===== src/rtl/in_scan.sv =====
// in_scan: time-multiplexed debouncer for slow external inputs; one shared engine
// visits every channel per scan tick and queues level changes on a valid/ready port.
// state | meaning
// IDLE  | waiting for a scan tick (or a pending one)
// SCAN  | evaluating channel idx, one channel per clock
// STALL | channel idx has an event but the output slot is full; retry each clock
module in_scan #(
    parameter int CHANS     = 8,
    parameter int SYNC_W    = 2,
    parameter int TICK_DIV  = 256,
    parameter int DEB_TICKS = 4
) (
    input  logic                     clk_i,
    input  logic                     rst_n_i,
    input  logic [CHANS-1:0]         data_i,
    output logic [CHANS-1:0]         level_o,
    output logic                     ev_valid_o,
    input  logic                     ev_ready_i,
    output logic [$clog2(CHANS)-1:0] ev_chan_o,
    output logic                     ev_rise_o,
    output logic                     ovf_o,
    input  logic                     ovf_clr_i
);

    localparam int IDX_W   = $clog2(CHANS);
    localparam int CNT_W   = (DEB_TICKS > 1) ? $clog2(DEB_TICKS) : 1;
    localparam int PRESC_W = (TICK_DIV > 1) ? $clog2(TICK_DIV) : 1;

    localparam logic [CNT_W-1:0]   CNT_MAX   = CNT_W'(DEB_TICKS - 1);
    localparam logic [PRESC_W-1:0] PRESC_MAX = PRESC_W'(TICK_DIV - 1);
    localparam logic [IDX_W-1:0]   LAST_IDX  = IDX_W'(CHANS - 1);

    typedef enum logic [1:0] {
        IDLE  = 2'd0,
        SCAN  = 2'd1,
        STALL = 2'd2
    } state_t;

    logic [CHANS-1:0]   sync_q [SYNC_W];
    logic [CNT_W-1:0]   cnt_q  [CHANS];
    logic [CHANS-1:0]   level_q;
    logic [PRESC_W-1:0] presc_q;
    logic               tick_q;
    logic               tick_pend_q;
    logic [IDX_W-1:0]   idx_q;
    state_t             state_q;
    logic               ev_valid_q;
    logic [IDX_W-1:0]   ev_chan_q;
    logic               ev_rise_q;
    logic               ovf_q;

    logic               cur_sync;
    logic [CNT_W-1:0]   cur_cnt;
    logic               differ;
    logic               fire;
    logic               slot_busy;
    logic               last_chan;
    logic               ovf_set;

    always_ff @(posedge clk_i or negedge rst_n_i) begin
        if (!rst_n_i) begin
            for (int i = 0; i < SYNC_W; i++) sync_q[i] <= '0;
        end else begin
            sync_q[0] <= data_i;
            for (int i = 1; i < SYNC_W; i++) sync_q[i] <= sync_q[i-1];
        end
    end

    // Tick is registered, so the first one lands TICK_DIV clocks after reset release.
    always_ff @(posedge clk_i or negedge rst_n_i) begin
        if (!rst_n_i) begin
            presc_q <= '0;
            tick_q  <= 1'b0;
        end else begin
            presc_q <= (presc_q == PRESC_MAX) ? '0 : presc_q + 1'b1;
            tick_q  <= (presc_q == PRESC_MAX);
        end
    end

    assign cur_sync  = sync_q[SYNC_W-1][idx_q];
    assign cur_cnt   = cnt_q[idx_q];
    assign differ    = (cur_sync != level_q[idx_q]);
    assign fire      = differ && (cur_cnt == CNT_MAX);
    assign slot_busy = ev_valid_q && !ev_ready_i;
    assign last_chan = (idx_q == LAST_IDX);
    assign ovf_set   = tick_q && tick_pend_q && (state_q != IDLE);

    always_ff @(posedge clk_i or negedge rst_n_i) begin
        if (!rst_n_i) begin
            state_q     <= IDLE;
            idx_q       <= '0;
            tick_pend_q <= 1'b0;
            level_q     <= '0;
            ev_valid_q  <= 1'b0;
            ev_chan_q   <= '0;
            ev_rise_q   <= 1'b0;
            ovf_q       <= 1'b0;
            for (int c = 0; c < CHANS; c++) cnt_q[c] <= '0;
        end else begin
            if (ovf_set)        ovf_q <= 1'b1;
            else if (ovf_clr_i) ovf_q <= 1'b0;

            // Drain by default; a load in the same clock below takes precedence.
            if (ev_valid_q && ev_ready_i) ev_valid_q <= 1'b0;

            case (state_q)
                IDLE: begin
                    if (tick_q || tick_pend_q) begin
                        state_q     <= SCAN;
                        idx_q       <= '0;
                        tick_pend_q <= 1'b0;
                    end
                end
                SCAN, STALL: begin
                    if (tick_q) tick_pend_q <= 1'b1;
                    if (fire && slot_busy) begin
                        state_q <= STALL;
                    end else begin
                        if (!differ) begin
                            cnt_q[idx_q] <= '0;
                        end else if (fire) begin
                            cnt_q[idx_q]   <= '0;
                            level_q[idx_q] <= cur_sync;
                            ev_valid_q     <= 1'b1;
                            ev_chan_q      <= idx_q;
                            ev_rise_q      <= cur_sync;
                        end else begin
                            cnt_q[idx_q] <= cur_cnt + 1'b1;
                        end
                        if (last_chan) begin
                            state_q <= IDLE;
                        end else begin
                            state_q <= SCAN;
                            idx_q   <= idx_q + 1'b1;
                        end
                    end
                end
                default: state_q <= IDLE;
            endcase
        end
    end

    assign level_o    = level_q;
    assign ev_valid_o = ev_valid_q;
    assign ev_chan_o  = ev_chan_q;
    assign ev_rise_o  = ev_rise_q;
    assign ovf_o      = ovf_q;

endmodule


===== config.mk =====
export PLATFORM = sky130hd
export DESIGN_NAME = in_scan
export DESIGN_NICKNAME = d
export VERILOG_FILES = /design/src/rtl/in_scan.sv
export SDC_FILE = /design/constraint.sdc
export NUM_CORES = 1
export LEC_CHECK = 0
export ABC_CLOCK_PERIOD_IN_PS = 2380
export BUFFER_PORTS_ARGS = -buffer_cell sky130_fd_sc_hd__buf_2
export CORE_MARGIN = 10
export CORE_UTILIZATION = 52
export CTS_CLUSTER_DIAMETER = 100
export DETAILED_ROUTE_END_ITERATION = 10
export PLACE_DENSITY = 0.74
export REMOVE_ABC_BUFFERS = 1
export SYNTH_ARGS = -nofsm -noshare
export SYNTH_HDL_FRONTEND = slang
export SYNTH_SLANG_ARGS = --single-unit

===== constraint.sdc =====
create_clock -name clk_i -period 2.38 [get_ports clk_i]
set_clock_uncertainty 0.05 [all_clocks]
set_input_delay 0.476 -clock clk_i [delete_from_list [all_inputs] [get_ports clk_i]]
set_output_delay 0.476 -clock clk_i [all_outputs]
set_load 0.02 [all_outputs]

==> results of run 1 <==
cell type report:
| type | count | area share |
|---|---|---|
| Timing Repair Buffer | 55 | 0.120 |
| Multi-Input combinational cell | 137 | 0.342 |
| Inverter | 4 | 0.00452 |
| Tap cell | 70 | 0.0263 |
| Clock buffer | 13 | 0.0448 |
| Clock inverter | 2 | 0.00301 |
| Sequential cell | 61 | 0.460 |
through the flow:
stage               TNS [ns]  instances  hold WS [ns]
floorplan              -8.60        202         0.130
global placement      -0.414        324         0.282
detailed placement     -1.72        324         0.285
CTS                        0        339        0.0768
global route          -0.119        342        0.0934
finish                     0        342        0.0722
registers in the layout, indices dropped and copies added (netlist names):
signal and flops:
sync_q 16, presc_q 8, tick_q 1, cnt_q 16
ovf_o 1, ev_valid_o 1, ev_chan_o 3, idx_q 3
tick_pend_q 1, state_q 2, level_o 8, ev_rise_o 1
layout by cell type (no fill, tap or decap), types with 2 or more instances in the layout:
cell type   n
nor2_1     12
xor2_1      2
dfrtp_2     2
o211ai_2    2
a31oi_1     8
and3b_1     2
nand3_1     6
ha_1        5
nor2b_1     3
buf_2      25
mux2_2      4
o211ai_1    6
mux4_2      4
a21oi_1    10
dfrtp_1    59
inv_1       4
clkbuf_1    3
mux2i_1     5
nand2_1    13
mux4_1      2
and2_1      2
nor3b_1     2
buf_12      2
and3_1      3
clkbuf_8   10
clkinv_2    2
nor3_1      2
a22o_1     17
o21ai_0     3
buf_6       4
buf_4      23
xnor2_1     4
nand2_2     2
Yosys cell counts (all sizes together), types with 6 or more instances:
cell | count | area, um2
dfrtp | 61 | 1530
a22o | 17 | 149
nand2 | 15 | 56.3
nor2 | 12 | 45.0
a21oi | 11 | 66.3
a31oi | 9 | 56.3
o211ai | 8 | 70.1
buf | 6 | 41.3
ha | 6 | 75.1
mux4 | 6 | 154
nand3 | 6 | 30.0
critical path: cells and delay by family, from the launching register on:
family | cells | cell delay [ns]
flip-flops | 1 | 0.48
multiplexers | 1 | 0.52
XOR/XNOR | 1 | 0.20
AO/OA/AOI/OAI | 3 | 0.52
buffers and inverters | 3 | 0.41
how the worst max path moves through the flow:
| stage | depth (start not counted) | slack (ns) | start | end |
|---|---|---|---|---|
| floorplan | 7 | -0.39 | idx_q[0]$_DFFE_PN0P_ | ev_chan_o[0]$_DFFE_PN0P_ |
| global placement | 7 | -0.04 | idx_q[0]$_DFFE_PN0P_ | ev_chan_o[0]$_DFFE_PN0P_ |
| detailed placement | 7 | -0.11 | idx_q[0]$_DFFE_PN0P_ | ev_chan_o[2]$_DFFE_PN0P_ |
| CTS | 8 | 0.01 | idx_q[0]$_DFFE_PN0P_ | cnt_q[12]$_DFFE_PN0P_ |
| global route | 8 | -0.02 | idx_q[0]$_DFFE_PN0P_ | cnt_q[9]$_DFFE_PN0P_ |
| finish | 8 | 0.08 | idx_q[0]$_DFFE_PN0P_ | cnt_q[9]$_DFFE_PN0P_ |
metal layers:
metal	track usage	up-vias
li1	-	905
met1	0.172	938
met2	0.233	69
met3	0.0533	9
met4	0.0604	0
met5	0	-
report_power, final:
part	internal (mW)	switching [mW]
sequential	1.05	0.00278
clock	0.398	0.365
combinational	0.0210	0.0345
cells by family (layout without fill, tap and decap cells):
kind of cell    Yosys count  in the layout  synth area share
compound gates           56             56             0.158
xor+xnor                  7              7            0.0253
fa+ha+maj                 6              6            0.0275
buf+inv                  15             74            0.0275
flops                    61             61             0.560
mux                      15             15            0.0914
simple gates             53             53             0.110
what timing repair did:
action,in CTS,in global routing
buffers inserted,0,3
gates resized for setup,2,14
endpoints found under the setup margin,32,32
pin swaps,0,3
hold endpoints to repair,0,0
==> impl_metrics.env, run 1 <==
export IMPL_multiInputGateArea_um2=1140
export IMPL_dr_wl_met3_um=433
export IMPL_synthArstFlopShare=1.00
export IMPL_first_iter_violations=124
export IMPL_die_h_um=92.4
export IMPL_crit_fanout=10
export IMPL_slew_limit_headroom=0.635
export IMPL_cts_root_buffer="clkbuf_8"
export IMPL_clkSinkCount=61
export IMPL_crit_slowest_cell="mux4_2"
export IMPL_cpMostUsedCell="buf_6"
export IMPL_tightest_slew_ns=0.548
export IMPL_ctsHoldBuffers=0
export IMPL_p_total_mw=1.87
export IMPL_grt_pass1_vias=2001
export IMPL_ant_nets=0
export IMPL_grt_pass1_wl_um=9730
export IMPL_viasPerCell=5.62
export IMPL_reg2reg_to="cnt_q[9]$_DFFE_PN0P_"
export IMPL_start_util=0.534
export IMPL_synthCells=213
export IMPL_drv_slew=0
export IMPL_dieArea_um2=8540
export IMPL_cts_htree_levels=3
export IMPL_port_buffers=25
export IMPL_final_seq_area_um2=1530
export IMPL_synth_edff_count=0
export IMPL_status="finished clean"
export IMPL_place_ws_ns=-0.112
export IMPL_power_density_nw_per_um2=563
export IMPL_num_fill_cells=395
export IMPL_num_antenna_cells=0
export IMPL_r2r_start="idx_q[0]$_DFFE_PN0P_"
export IMPL_clk_pin_slew_worst_paths_ns=0.06
export IMPL_setup_viol=0
export IMPL_grt_use_total=0.145
export IMPL_ioPinCount=26
export IMPL_area_delta_synth_final_pct=22.0
export IMPL_dpl_cell_area_um2=3110
export IMPL_worstRegToRegCells=8
export IMPL_antenna_found_initial=0
export IMPL_drv_cap=0
export IMPL_clock_latency_ns=0.33
export IMPL_rsz0062_at_grt="true"
export IMPL_floorplan_rows=26
export IMPL_coreArea_um2=5110
export IMPL_required_ns=2.54
export IMPL_grt_max_degree=25
export IMPL_wl_met1_um=2510
export IMPL_ir_worst_vdd_uv=376
export IMPL_path_cells="buf_6 > mux4_2 > a21oi_4 > xor2_2 > buf_12 > buf_6 > o211ai_1 > a22o_1"
export IMPL_synth_area_um2=2730
export IMPL_worst_setup_path_type="flop to flop"
export IMPL_gr_total_overflow=0
export IMPL_die_x_um=92.4
export IMPL_wl_per_cell_um=17.1
export IMPL_tritoncts="yes"
export IMPL_ys_seq_area_frac=0.560
export IMPL_fin_ws_ns=0.0789
export IMPL_hpwl_um=4210
export IMPL_power_leakage_nw=1.59
export IMPL_avgSynthCellArea_um2=12.8
export IMPL_worstSetupStartpointType="flop"
export IMPL_dr_wl_met2_um=2790
export IMPL_gp_congestion=0.881
export IMPL_layout_nets=286
export IMPL_drc=0
export IMPL_rrSetupSlack_ns=0.08
export IMPL_vias=1921
export IMPL_yosysWarnings=0
export IMPL_crit_arrival_ns=2.47
export IMPL_worstSetupEndpointType="flop"
export IMPL_max_freq_ghz=0.435
export IMPL_maxUsedRoutingLayer="met4"
export IMPL_finish_utilization=0.651
export IMPL_ys_flop_type="dfrtp_1"
export IMPL_drt_total_wl_um=5850
export IMPL_finalHoldViolations=0
export IMPL_finalCritPeriodShare=0.967
export IMPL_drive_gt1_frac=0.331
export IMPL_synth_cell_types=44
export IMPL_dr_pass1_iters=4
export IMPL_stdcell_area_um2=3320
export IMPL_cts_buffers=9
export IMPL_period_minus_slack_ns=2.30
export IMPL_clock_path_buffers=2
export IMPL_min_path_type="input pin to asynchronous set/reset pin"
export IMPL_synth_seq_cells=61
export IMPL_slowest_delay_ns=0.52
No activity file was read; power rests on OpenSTA's default activity.
==> run 2: changes to the inputs <==
CORE_MARGIN = default   (was 10)
==> impl_metrics.env, run 2 (synthesized netlist as in run 1, its figures left out) <==
export IMPL_ioPinCount=26
export IMPL_crit_slowest_cell="mux4_2"
export IMPL_dpl_cell_area_um2=3140
export IMPL_worstSetupStartpointType="flop"
export IMPL_clk_pin_slew_worst_paths_ns=0.07
export IMPL_num_fill_cells=335
export IMPL_required_ns=2.54
export IMPL_crit_arrival_ns=2.55
export IMPL_dieArea_um2=5530
export IMPL_viasPerCell=5.85
export IMPL_antenna_found_initial=0
export IMPL_slew_limit_headroom=0.608
export IMPL_grt_max_degree=37
export IMPL_finalCritPeriodShare=1.01
export IMPL_crit_fanout=6
export IMPL_die_x_um=74.4
export IMPL_p_total_mw=1.91
export IMPL_multiInputGateArea_um2=1190
export IMPL_start_util=0.558
export IMPL_finalHoldViolations=0
export IMPL_layout_common_cells="dfrtp_1 (60), buf_4 (26), buf_2 (25)"
export IMPL_floorplan_rows=25
export IMPL_fin_cells=344
export IMPL_worstSetupEndpointType="flop"
export IMPL_grt_use_total=0.235
export IMPL_num_antenna_cells=0
export IMPL_grt_pass1_wl_um=9270
export IMPL_tightest_slew_ns=0.588
export IMPL_cpMostUsedCell="buf_6"
export IMPL_status="complete, but fails checks"
export IMPL_fin_ws_ns=-0.0130
export IMPL_stdcell_area_um2=3460
export IMPL_hpwl_um=3810
export IMPL_worstRegToRegCells=10
export IMPL_grt_pass1_vias=1908
export IMPL_ant_nets=0
export IMPL_wl_per_cell_um=17.6
export IMPL_ir_worst_vdd_uv=428
export IMPL_port_buffers=25
export IMPL_path_cells="buf_6 > buf_6 > mux4_2 > inv_2 > o21ai_4 > xor2_4 > buf_12 > nor4_4 > buf_4 > a21oi_1"
export IMPL_worst_setup_path_type="flop to flop"
export IMPL_cts_buffers=9
export IMPL_clock_latency_ns=0.33
export IMPL_rsz0062_at_grt="true"
export IMPL_setup_tns_final_ns=-0.0262
export IMPL_max_freq_ghz=0.418
export IMPL_dr_pass1_iters=4
export IMPL_drt_total_wl_um=6050
export IMPL_whs_ns=0.0905
export IMPL_period_minus_slack_ns=2.39
export IMPL_setup_viol=4
export IMPL_slowest_delay_ns=0.50
export IMPL_tritoncts="yes"
export IMPL_drc=0
export IMPL_power_density_nw_per_um2=551
export IMPL_gp_congestion=0.839
export IMPL_die_h_um=74.4
export IMPL_first_iter_violations=162
export IMPL_min_path_type="input pin to asynchronous set/reset pin"
export IMPL_cts_htree_levels=3
export IMPL_failed_checks="setup timing"
export IMPL_layout_commonest_cell="dfrtp_1"
export IMPL_drv_cap=0
export IMPL_final_seq_area_um2=1530
export IMPL_clkSinkCount=61
export IMPL_gr_total_overflow=0
export IMPL_area_delta_synth_final_pct=27.0
export IMPL_cts_root_buffer="clkbuf_8"
export IMPL_coreArea_um2=4880
export IMPL_vias=2011
export IMPL_layout_nets=292
export IMPL_dp_cells=324
export IMPL_largest_registers="cnt_q (16), sync_q (16)"
export IMPL_power_leakage_nw=1.64
export IMPL_drive_gt1_frac=0.379
export IMPL_clock_path_buffers=2
export IMPL_drv_slew=0
## run 2: cell count changes in the layout (fill, tap and decap cells not counted), moves of 2 or more
cell	delta
a21oi_1	-4
a21oi_2	+4
buf_4	+3
buf_12	+2
clkbuf_1	-2
mux4_1	-2
mux4_2	+2
## run 2: area by class of cell
cell class              count  share of cell area
repair buffers             61               0.139
clock buffers              12              0.0448
inverters                   4             0.00434
well taps                  67              0.0242
multi-input cells         137               0.343
clock inverters             2             0.00289
flip-flops and latches     61               0.441
## run 2: final timing paths
path                                      start  slack (ns)                endpoint
max                        idx_q[0]$_DFFE_PN0P_       -0.01  level_o[7]$_DFFE_PN0P_
min                                     rst_n_i        0.09  level_o[2]$_DFFE_PN0P_
max reg2reg                idx_q[0]$_DFFE_PN0P_       -0.01  level_o[7]$_DFFE_PN0P_
min reg2reg                sync_q[14]$_DFF_PN0_        0.30     sync_q[6]$_DFF_PN0_
max in group asynchronous               rst_n_i        1.59    idx_q[2]$_DFFE_PN0P_
min in group clk_i                    data_i[1]        0.20     sync_q[9]$_DFF_PN0_
## run 2: layer usage
metal  wire length [um]  track usage
met3                358       0.0542
met5                  0            0
met1               2700        0.312
met4                116        0.128
met2               2880        0.358
## run 2: repair_timing
action                     CTS  global route
hold endpoints to repair     0             0
setup endpoints to repair   33            33
gates cloned                 0             1
resized for setup           11            17
hold buffers                 0             0
pin swaps                    3            15
buffers inserted             2             4
## run 2: critical path, delay by kind of cell, from the launching register on
family          cells  cell delay (ns)
compound gates      2             0.18
xor+xnor            1             0.22
buf+inv             5             0.68
flops               1             0.40
mux                 1             0.50
simple gates        1             0.22
## run 2: per-stage QoR
step,worst slack [ns],utilization
finish,-0.0130,0.709
detailed placement,-0.0982,0.643
global placement,-0.0549,0.643
CTS,0.00631,0.686
global route,-0.114,0.709
floorplan,-0.390,-
## run 2: report_power, final
group          switching [mW]  internal, mW  total (mW)
logic                  0.0393        0.0292      0.0685
clock network           0.367         0.420       0.786
registers             0.00359          1.05        1.05
==> run 3: changes to the inputs <==
SETUP_SLACK_MARGIN = 0.3   (was default)
SLEW_MARGIN = 5   (was default)
==> impl_metrics.env, run 3 (synthesized netlist as in run 1, its figures left out) <==
export IMPL_status="complete, but fails checks"
export IMPL_failed_checks="setup timing"
export IMPL_cts_htree_levels=3
export IMPL_ioPinCount=26
export IMPL_max_freq_ghz=0.407
export IMPL_slowest_delay_ns=0.51
export IMPL_grtUsageMet1=0.327
export IMPL_worstSetupStartpointType="flop"
export IMPL_first_iter_violations=156
export IMPL_r2r_start="idx_q[0]$_DFFE_PN0P_"
export IMPL_tritoncts="yes"
export IMPL_drive_gt1_frac=0.416
export IMPL_num_fill_cells=327
export IMPL_vias=2050
export IMPL_layout_common_cells="dfrtp_1 (60), buf_4 (27), buf_2 (26)"
export IMPL_cp_endpoint="cnt_q[7]$_DFFE_PN0P_"
export IMPL_num_antenna_cells=0
export IMPL_die_h_um=74.4
export IMPL_min_path_type="input pin to asynchronous set/reset pin"
export IMPL_cts_buffers=9
export IMPL_fin_cells=348
export IMPL_worst_setup_path_type="flop to flop"
export IMPL_slew_limit_headroom=0.614
export IMPL_rsz0062_at_grt="true"
export IMPL_cp_num_cells=8
export IMPL_clock_latency_ns=0.33
export IMPL_drc=0
export IMPL_dr_pass1_iters=4
export IMPL_drt_total_wl_um=6430
export IMPL_rrSetupSlack_ns=-0.07
export IMPL_clk_pin_slew_worst_paths_ns=0.07
export IMPL_coreArea_um2=4880
export IMPL_layout_nets=296
export IMPL_required_ns=2.53
export IMPL_drv_cap=0
export IMPL_ir_worst_vdd_uv=473
export IMPL_clock_path_buffers=2
export IMPL_finish_utilization=0.726
export IMPL_port_buffers=25
export IMPL_crit_buf_inv=2
export IMPL_power_density_nw_per_um2=542
export IMPL_gr_total_overflow=0
export IMPL_setup_viol=21
export IMPL_gp_congestion=0.839
export IMPL_path_delay_family="multiplexers"
export IMPL_die_x_um=74.4
export IMPL_worstSetupStartpoint="idx_q[0]$_DFFE_PN0P_"
export IMPL_ant_nets=0
export IMPL_hpwl_um=3810
export IMPL_worstSetupEndpointType="flop"
export IMPL_period_minus_slack_ns=2.45
export IMPL_grt_pass1_vias=2014
export IMPL_area_delta_synth_final_pct=30.0
export IMPL_crit_fanout=6
export IMPL_worstRegToRegCells=8
export IMPL_grt_pass1_wl_um=9920
export IMPL_reg2reg_to="cnt_q[7]$_DFFE_PN0P_"
export IMPL_start_util=0.558
export IMPL_use_met2=0.386
export IMPL_globalRouteMet3Util=0.0515
export IMPL_floorplan_rows=25
export IMPL_finalHoldViolations=0
export IMPL_dieArea_um2=5530
export IMPL_clkSinkCount=61
export IMPL_ctsHoldBuffers=0
export IMPL_viasPerCell=5.89
export IMPL_layout_commonest_cell="dfrtp_1"
export IMPL_drv_slew=0
export IMPL_grt_max_degree=37
export IMPL_tightest_slew_ns=0.579
export IMPL_crit_arrival_ns=2.61
export IMPL_fin_ws_ns=-0.0741
export IMPL_antenna_found_initial=0
export IMPL_p_total_mw=1.92
export IMPL_busiest_layer="met2"
export IMPL_cts_root_buffer="clkbuf_8"
export IMPL_dp_cells=324
export IMPL_largest_registers="cnt_q (16), sync_q (16)"
export IMPL_crit_slowest_cell="mux4_2"
export IMPL_path_cells="buf_6 > mux4_2 > nor2b_4 > a21oi_4 > xnor2_2 > and4b_1 > buf_4 > a22o_1"
export IMPL_finalCritPeriodShare=1.03
export IMPL_wl_per_cell_um=18.5
export IMPL_grt_use_total=0.250
export IMPL_power_leakage_nw=1.67
==> run 3: changes by cell type in the layout (fill, tap and decap cells not counted), sizes merged <==
cell | previous run | this run
buf | 60 | 65
clkbuf | 13 | 12
==> run 3: worst min path at each step <==
stage	to	slack [ns]	cells past startpoint
2_1_floorplan	cnt_q[0]$_DFFE_PN0P_	0.13	0
3_3_place_gp	sync_q[0]$_DFF_PN0_	0.28	0
3_5_place_dp	sync_q[5]$_DFF_PN0_	0.29	0
4_1_cts	level_o[3]$_DFFE_PN0P_	0.10	1
5_1_grt	level_o[3]$_DFFE_PN0P_	0.13	1
6_report	level_o[2]$_DFFE_PN0P_	0.09	1
==> run 3: layer usage <==
metal,vias up,wire length (um)
met5,-,0
met4,0,199
met3,18,400
met2,90,3120
met1,1022,2710
li1,920,-
==> run 3: repair_timing <==
item | in CTS | in global routing
resized for setup | 27 | 15
cloned | 2 | 0
hold endpoints to repair | 0 | 0
buffers inserted | 5 | 3
setup endpoints to repair | 34 | 34
pin swaps | 13 | 15
==> run 3: layout make-up <==
class	count	area, um2	area share
Clock buffer	12	155	0.0438
Clock inverter	2	10.0	0.00283
Inverter	4	15.0	0.00424
Multi-Input combinational cell	137	1230	0.348
Sequential cell	61	1530	0.431
Tap cell	67	83.8	0.0237
Timing Repair Buffer	65	519	0.147
==> run 3: where the power goes <==
part           leakage, nW  internal [mW]  switching, mW
Clock               0.0881          0.420          0.372
Sequential           0.785           1.05        0.00348
Combinational        0.795         0.0333         0.0407
==> run 3: per-stage QoR <==
| step | setup WS, ns | hold WS, ns | setup TNS, ns | area, um2 |
|---|---|---|---|---|
| finish | -0.0741 | 0.0885 | -0.709 | 3540 |
| global route | -0.187 | 0.126 | -3.15 | 3540 |
| CTS | 0.0161 | 0.102 | 0 | 3470 |
| detailed placement | -0.0982 | 0.287 | -0.994 | 3140 |
| global placement | -0.0549 | 0.282 | -0.375 | 3140 |
| floorplan | -0.390 | 0.130 | -8.60 | 2670 |
